`config.mk`:
```
export PLATFORM = sky130hd
export DESIGN_NAME = mem_arbiter
export DESIGN_NICKNAME = d
export VERILOG_FILES = /design/src/rtl/mem_arbiter.sv
export SDC_FILE = /design/constraint.sdc
export NUM_CORES = 1
export LEC_CHECK = 0
export ABC_CLOCK_PERIOD_IN_PS = 6300
export CAP_MARGIN = 40
export CORE_AREA = 2 2 334 336
export DETAILED_ROUTE_END_ITERATION = 12
export DIE_AREA = 0 0 336 338
export SKIP_LAST_GASP = 1
export SLEW_MARGIN = 5
export SYNTH_ARGS = -nofsm -noshare
export SYNTH_HDL_FRONTEND = slang
export SYNTH_SLANG_ARGS = --single-unit
export TNS_END_PERCENT = 1
```
`constraint.sdc`:
```
create_clock -name clk -period 6.3 [get_ports clk]
set_input_delay 1.26 -clock clk [delete_from_list [all_inputs] [get_ports clk]]
set_output_delay 1.26 -clock clk [all_outputs]
set_load 0.005 [all_outputs]
```
`src/rtl/mem_arbiter.sv`:
```
// mem_arbiter: grants the shared 128-bit block memory to the I-cache or the D-cache, one transaction at a time.
// Optional macro ARB_RR_EN: round-robin tie-break instead of fixed D-over-I priority.
module mem_arbiter #(
  parameter int ADDR_W = 28,
  parameter int DATA_W = 128
) (
  input  logic              clk,
  input  logic              proc_reset,
  input  logic              i_read,
  input  logic              i_write,
  input  logic [ADDR_W-1:0] i_addr,
  input  logic [DATA_W-1:0] i_wdata,
  output logic [DATA_W-1:0] i_rdata,
  output logic              i_ready,
  input  logic              d_read,
  input  logic              d_write,
  input  logic [ADDR_W-1:0] d_addr,
  input  logic [DATA_W-1:0] d_wdata,
  output logic [DATA_W-1:0] d_rdata,
  output logic              d_ready,
  output logic              mem_read,
  output logic              mem_write,
  output logic [ADDR_W-1:0] mem_addr,
  output logic [DATA_W-1:0] mem_wdata,
  input  logic [DATA_W-1:0] mem_rdata,
  input  logic              mem_ready,
  output logic              arb_busy
);

  typedef enum logic [1:0] {
    IDLE    = 2'd0,
    SERVE_I = 2'd1,
    SERVE_D = 2'd2
  } state_t;

  state_t r_state;
  state_t w_state_nxt;

  logic w_i_vld;
  logic w_d_vld;
  logic w_d_wins_tie;
  logic w_grant_i;
  logic w_grant_d;

  // Read and write together is malformed and never granted.
  assign w_i_vld = i_read ^ i_write;
  assign w_d_vld = d_read ^ d_write;

`ifdef ARB_RR_EN
  logic r_last_d;

  assign w_d_wins_tie = ~r_last_d;

  always_ff @(posedge clk or posedge proc_reset) begin
    if (proc_reset) begin
      r_last_d <= 1'b0;
    end else if (w_grant_d) begin
      r_last_d <= 1'b1;
    end else if (w_grant_i) begin
      r_last_d <= 1'b0;
    end
  end
`else
  assign w_d_wins_tie = 1'b1;
`endif

  assign w_grant_d = (r_state == IDLE) && w_d_vld && (!w_i_vld || w_d_wins_tie);
  assign w_grant_i = (r_state == IDLE) && w_i_vld && !w_grant_d;

  always_ff @(posedge clk or posedge proc_reset) begin
    if (proc_reset) begin
      r_state <= IDLE;
    end else begin
      r_state <= w_state_nxt;
    end
  end

  always_comb begin
    w_state_nxt = r_state;
    case (r_state)
      IDLE: begin
        if (w_grant_d) begin
          w_state_nxt = SERVE_D;
        end else if (w_grant_i) begin
          w_state_nxt = SERVE_I;
        end
      end
      SERVE_I, SERVE_D: begin
        if (mem_ready) begin
          w_state_nxt = IDLE;
        end
      end
      default: w_state_nxt = IDLE;
    endcase
  end

  always_comb begin
    i_ready  = 1'b0;
    d_ready  = 1'b0;
    arb_busy = 1'b0;
    case (r_state)
      SERVE_I: begin
        i_ready  = mem_ready;
        arb_busy = 1'b1;
      end
      SERVE_D: begin
        d_ready  = mem_ready;
        arb_busy = 1'b1;
      end
      default: ;
    endcase
  end

  // Address and write data stay put after completion; only the strobes drop.
  always_ff @(posedge clk or posedge proc_reset) begin
    if (proc_reset) begin
      mem_read  <= 1'b0;
      mem_write <= 1'b0;
      mem_addr  <= '0;
      mem_wdata <= '0;
    end else if (w_grant_d) begin
      mem_read  <= d_read;
      mem_write <= d_write;
      mem_addr  <= d_addr;
      mem_wdata <= d_wdata;
    end else if (w_grant_i) begin
      mem_read  <= i_read;
      mem_write <= i_write;
      mem_addr  <= i_addr;
      mem_wdata <= i_wdata;
    end else if (r_state == IDLE || mem_ready) begin
      mem_read  <= 1'b0;
      mem_write <= 1'b0;
    end
  end

  assign i_rdata = mem_rdata;
  assign d_rdata = mem_rdata;

endmodule

```
== Yosys cells after proc, flatten, opt, wreduce, memory -nomap -nowiden ==
Index checks and enable logic that the tools add are counted.

* $add $sub $neg: 0
* Shifts and indexed selects: 0
* Reductions and logical operators: 10
* Eq/ne operators: 4
* Mux-type cells: 16
* Bitwise operators: 2
* Div/mod/pow operators: 0
* Multiply operators: 0
* Magnitude comparators: 0

{| class="wikitable"
|+ Operators by type and width
! operator !! count
|-
| $mux 128 || 2
|-
| $mux 28 || 2
|-
| $mux 1 || 8
|-
| $mux 2 || 3
|-
| $pmux 2 s2 || 1
|-
| $logic_and 1x1->1 || 3
|-
| $ne 3x3->1 const B || 1
|-
| $reduce_bool 3->1 || 1
|-
| $eq 2x1->1 const B || 1
|-
| $eq 2x2->1 const B || 1
|-
| $logic_not 2->1 || 1
|-
| $ne 2x1->1 const B || 1
|-
| $reduce_and 2->1 || 1
|-
| $reduce_bool 2->1 || 1
|-
| $reduce_or 2->1 || 1
|-
| $xor 1x1->1 || 2
|-
| $logic_not 1->1 || 1
|-
| $logic_or 1x1->1 || 1
|}

* Register bits after elaboration: 160
* Memories: 0
* RAM bits: 0
* Bits in latches: 0
* ROM bits: 0

== Longest topological paths before layout ==
* Word-level depth: 7
* Mapped depth: 7
* Gate-level depth less buffers: 5

== Least setup slack after synthesis ==
Ideal clock, no wire load.

* Path type: input -> output
* From: input mem_ready
* To: output d_ready
* Setup slack: 3.637 ns
* Data arrival time: 1.403 ns
* Data required time: 5.040 ns
* Stages on the path: 1
* Cells stage by stage: and2_1

* Cells in the longest elaborated chain, start to end: 1

{| class="wikitable"
|+ RTL lines
! element !! RTL line !! RTL
|-
| from (decl) || 26 || <nowiki>input logic mem_ready,</nowiki>
|-
| $mux 1 || 101 || <nowiki>case (r_state)</nowiki>
|-
| to (decl) || 20 || <nowiki>output logic d_ready,</nowiki>
|}

Every way passes these cells.

== Worst setup path after layout ==
* From: input mem_ready
* To: output i_ready

* Cells in the longest elaborated chain, start to end: 1

{| class="wikitable"
|+ RTL lines
! element !! RTL line !! RTL
|-
| $mux 1 || 101 ||
|-
| to (decl) || 14 || <nowiki>output logic i_ready,</nowiki>
|}

Every way passes these cells.

==> key figures <==
Run status
  • Status: complete, no violations

Clocking
  • Clock-pin slew on the worst setup and hold paths: approximately 0.07 ns
  • Setup repair bufs after CTS: 0
  • Root buffer cell: sky130_fd_sc_hd__clkbuf_16
  • Number of hold buffers added after cts: 0
  • CTS tree: done
  • Number of instances resized during post-cts repair: 0
  • Number of buffers added by the clock tree synthesis step: 17
  • Clk sink count: 160
  • H-Tree Level Count: 4
  • Clock Latency Late Sink: about 0.50 ns
  • Clock Tree Buf Depth: 2

Routing
  • Routed WL per cell: ~21 µm
  • Via Count: 9,216
  • Total routed wirelength: between 50 and 60 mm
  • Remaining design rule violation count: 0
  • Number of vias per cell: between 3 and 4
  • Drt first-iter violations: 629
  • Iteration count of the initial detailed-routing pass: 5
  • DRT antenna net count: 0

Synthesis
  • Area of the mapped netlist: approximately 0.010 mm²
  • Most used DFF post-synth: sky130_fd_sc_hd__dfrtp_1
  • Share of Yosys cell area claimed by the top area cell type: 0.3848
  • Post-synthesis instance total: 1,155
  • Number of nets produced by synthesis: ~1.6k
  • Synth unique cells: 21
  • Number of enable-type register cells in the synthesized netlist: 0
  • Ys Warns: 0
  • Post-synthesis register bit count: 160
  • Share of synthesized area occupied by flip-flops and latches: 0.3848
  • Count leader, synth: sky130_fd_sc_hd__buf_4
  • Fraction of synthesis flops using an asynchronous set or reset pin: 1.000
  • Mean area per synthesized cell: 9.009 µm²
  • Synth area leader: sky130_fd_sc_hd__dfrtp_1
  • Top post-synthesis cells by count: sky130_fd_sc_hd__buf_4, sky130_fd_sc_hd__inv_1, sky130_fd_sc_hd__dfrtp_1
  • Ranking of synthesized cells by area: sky130_fd_sc_hd__dfrtp_1, sky130_fd_sc_hd__buf_4, sky130_fd_sc_hd__o221a_2

Floorplan
  • Die height: approximately 340 µm
  • Total die area: around 0.11 mm²
  • Area of the core region: 0.1101 mm²
  • Initial Utilization: 0.09454
  • Num rows: between 100 and 150
  • IO Count: between 800 and 900
  • Overall die width: around 340 µm

Placement
  • Placed Instances: about 2.8k
  • IO Port Bufs: approximately 480
  • Placement Setup Slack: approximately 2.5 ns
  • Estimated wirelength of the detail-placed design: 47.44 mm
  • Global placement routability congestion: 0.8198

Worst setup path
  • Critical path startpoint category: primary input
  • Largest fanout on the critical path: 4
  • Worst Setup Path Type: primary input to output port
  • Type of destination of the critical path: output port
  • Data required time of the critical path: around 5 ns
  • Data arrival time of the critical path: approximately 2.6 ns

Timing
  • Setup-failing EPs final: 0
  • Setup_tns: 0 ns
  • Fmax achieved: approximately 260 MHz
  • Final cycle utilization of the critical path: 0.6061
  • Relative max-transition margin: 0.3975
  • RSZ-0062 raised after global routing: false
  • Final worst slack: about 2.5 ns
  • Endpoints failing hold: 0
  • Final Skew: around 0.017 ns
  • Max-slew violations: 0
  • Worst-margin pin slew: about 0.9 ns
  • Final critical path time including I/O delays and setup: 3.818 ns

GRT
  • Maximum number of pins on one net before global-route repair: between 150 and 200
  • Vias in the first global route: a little under 9k
  • Wire length of the first global-routing pass: about 76 mm
  • Final global-route overflow total: 0
  • Antenna violations before repair: 1
  • Total global-route track usage: 0.09918

Run
  • Max Cap Viol: 0

Cells and area
  • Fraction of layout instances using a drive strength above 1: 0.1356
  • End-of-flow core utilization: 0.1418
  • Number of inserted filler cells in the final layout: 12.44k
  • Non-filler cells in the finished layout: 2,824
  • Nets: about 1.8k
  • Layout overhead on the synthesized area: 49.98%

Pwr
  • Largest voltage drop on the vdd net: about 0.32 mV
  • Power density over the cells: 429.8 mW/mm²
  • Leakage component of the power: 5.948 nW

Min path
  • Hold crit path type: register to register
[metrics by stage]
| step | area [µm²] | hold WS [ns] | power (mW) |
|---|---|---|---|
| 2_1_floorplan | 10410 | 0.4893 | 3.750 |
| 3_3_place_gp | 14930 | 0.4891 | 5.538 |
| 3_5_place_dp | 14960 | 0.4878 | 5.611 |
| 4_1_cts | 15600 | 0.5051 | 6.876 |
| 5_1_grt | 15610 | 0.5567 | 7.261 |
| 6_report | 15610 | 0.4968 | 6.707 |
[final timing paths]
kind                             from             to  slack (ns)  cells past startpoint
max in group asynchronous  proc_reset  mem_wdata[39]        4.12                      3
max                         mem_ready        i_ready        2.48                      3
min reg2reg                  mem_read       mem_read        0.50                      1
min in group asynchronous  proc_reset   mem_wdata[7]        1.16                      2
max reg2reg                r_state[0]   mem_addr[18]        3.43                      7
min                          mem_read       mem_read        0.50                      1
[layout make-up]
| class | count | area (µm²) | share of cell area |
|---|---|---|---|
| repair buffers | 490 | 4947 | 0.3170 |
| flip-flops and latches | 160 | 4004 | 0.2566 |
| multi-input cells | 491 | 3533 | 0.2264 |
| well taps | 1488 | 1862 | 0.1193 |
| inverters | 162 | 615.6 | 0.03945 |
| clock buffers | 17 | 425.4 | 0.02726 |
| clock inverters | 15 | 215.2 | 0.01379 |
| diodes | 1 | 2.502 | 0.0001604 |
[logic make-up after synthesis]
kind of cell             count (synthesis)  share of synthesized area
AND/OR/NAND/NOR                        165                    0.06109
XOR/XNOR                                 3                   0.002526
flip-flops                             160                     0.3848
AO/OA/AOI/OAI                          320                     0.2679
adder cells (fa/ha/maj)                  3                   0.003608
buffers and inverters                  504                     0.2801
[layout by cell type, fill, tap and decap left out, types with 3 or more instances in the layout]
master | synthesis | layout
sky130_fd_sc_hd__nor2_1 | 157 | 157
sky130_fd_sc_hd__o21ai_0 | 3 | 3
sky130_fd_sc_hd__o221a_2 | 133 | 133
sky130_fd_sc_hd__buf_12 | 0 | 4
sky130_fd_sc_hd__buf_4 | 261 | 6
sky130_fd_sc_hd__clkdlybuf4s50_1 | 0 | 479
sky130_fd_sc_hd__o221a_1 | 23 | 23
sky130_fd_sc_hd__inv_8 | 0 | 5
sky130_fd_sc_hd__a32o_1 | 3 | 3
sky130_fd_sc_hd__dfrtp_1 | 160 | 160
sky130_fd_sc_hd__clkinv_8 | 0 | 6
sky130_fd_sc_hd__nand2b_1 | 3 | 3
sky130_fd_sc_hd__inv_1 | 162 | 161
sky130_fd_sc_hd__a31oi_1 | 156 | 156
sky130_fd_sc_hd__clkbuf_16 | 0 | 17
[worst max-delay path: stages]
cell and delay, ns:
sky130_fd_sc_hd__clkdlybuf4s50_1 0.62, sky130_fd_sc_hd__and2_1 0.17, sky130_fd_sc_hd__clkdlybuf4s50_1 0.50
[per-layer routing]
layer / part of all wire / vias up / track usage
met3: 0.17 / 64 / 0.07540
met1: 0.35 / 4296 / 0.1032
met2: 0.45 / 720 / 0.1500
li1: - / 4134 / -
met4: 0.032 / 2 / 0.03845
met5: 0.0016 / - / 0.005957
[flip-flops by register name (all words and copies together), names as in the netlist]
register,count
mem_addr,28
mem_wdata,128
r_state,2
mem_read,1
mem_write,1
[power by group]
| group | switching, mW | internal (mW) |
|---|---|---|
| combinational | 1.54 | 1.96 |
| sequential | 0.467 | 1.55 |
| clock | 0.607 | 0.582 |
| total | 2.61 | 4.10 |
No activity file was read; power rests on OpenSTA's default activity.
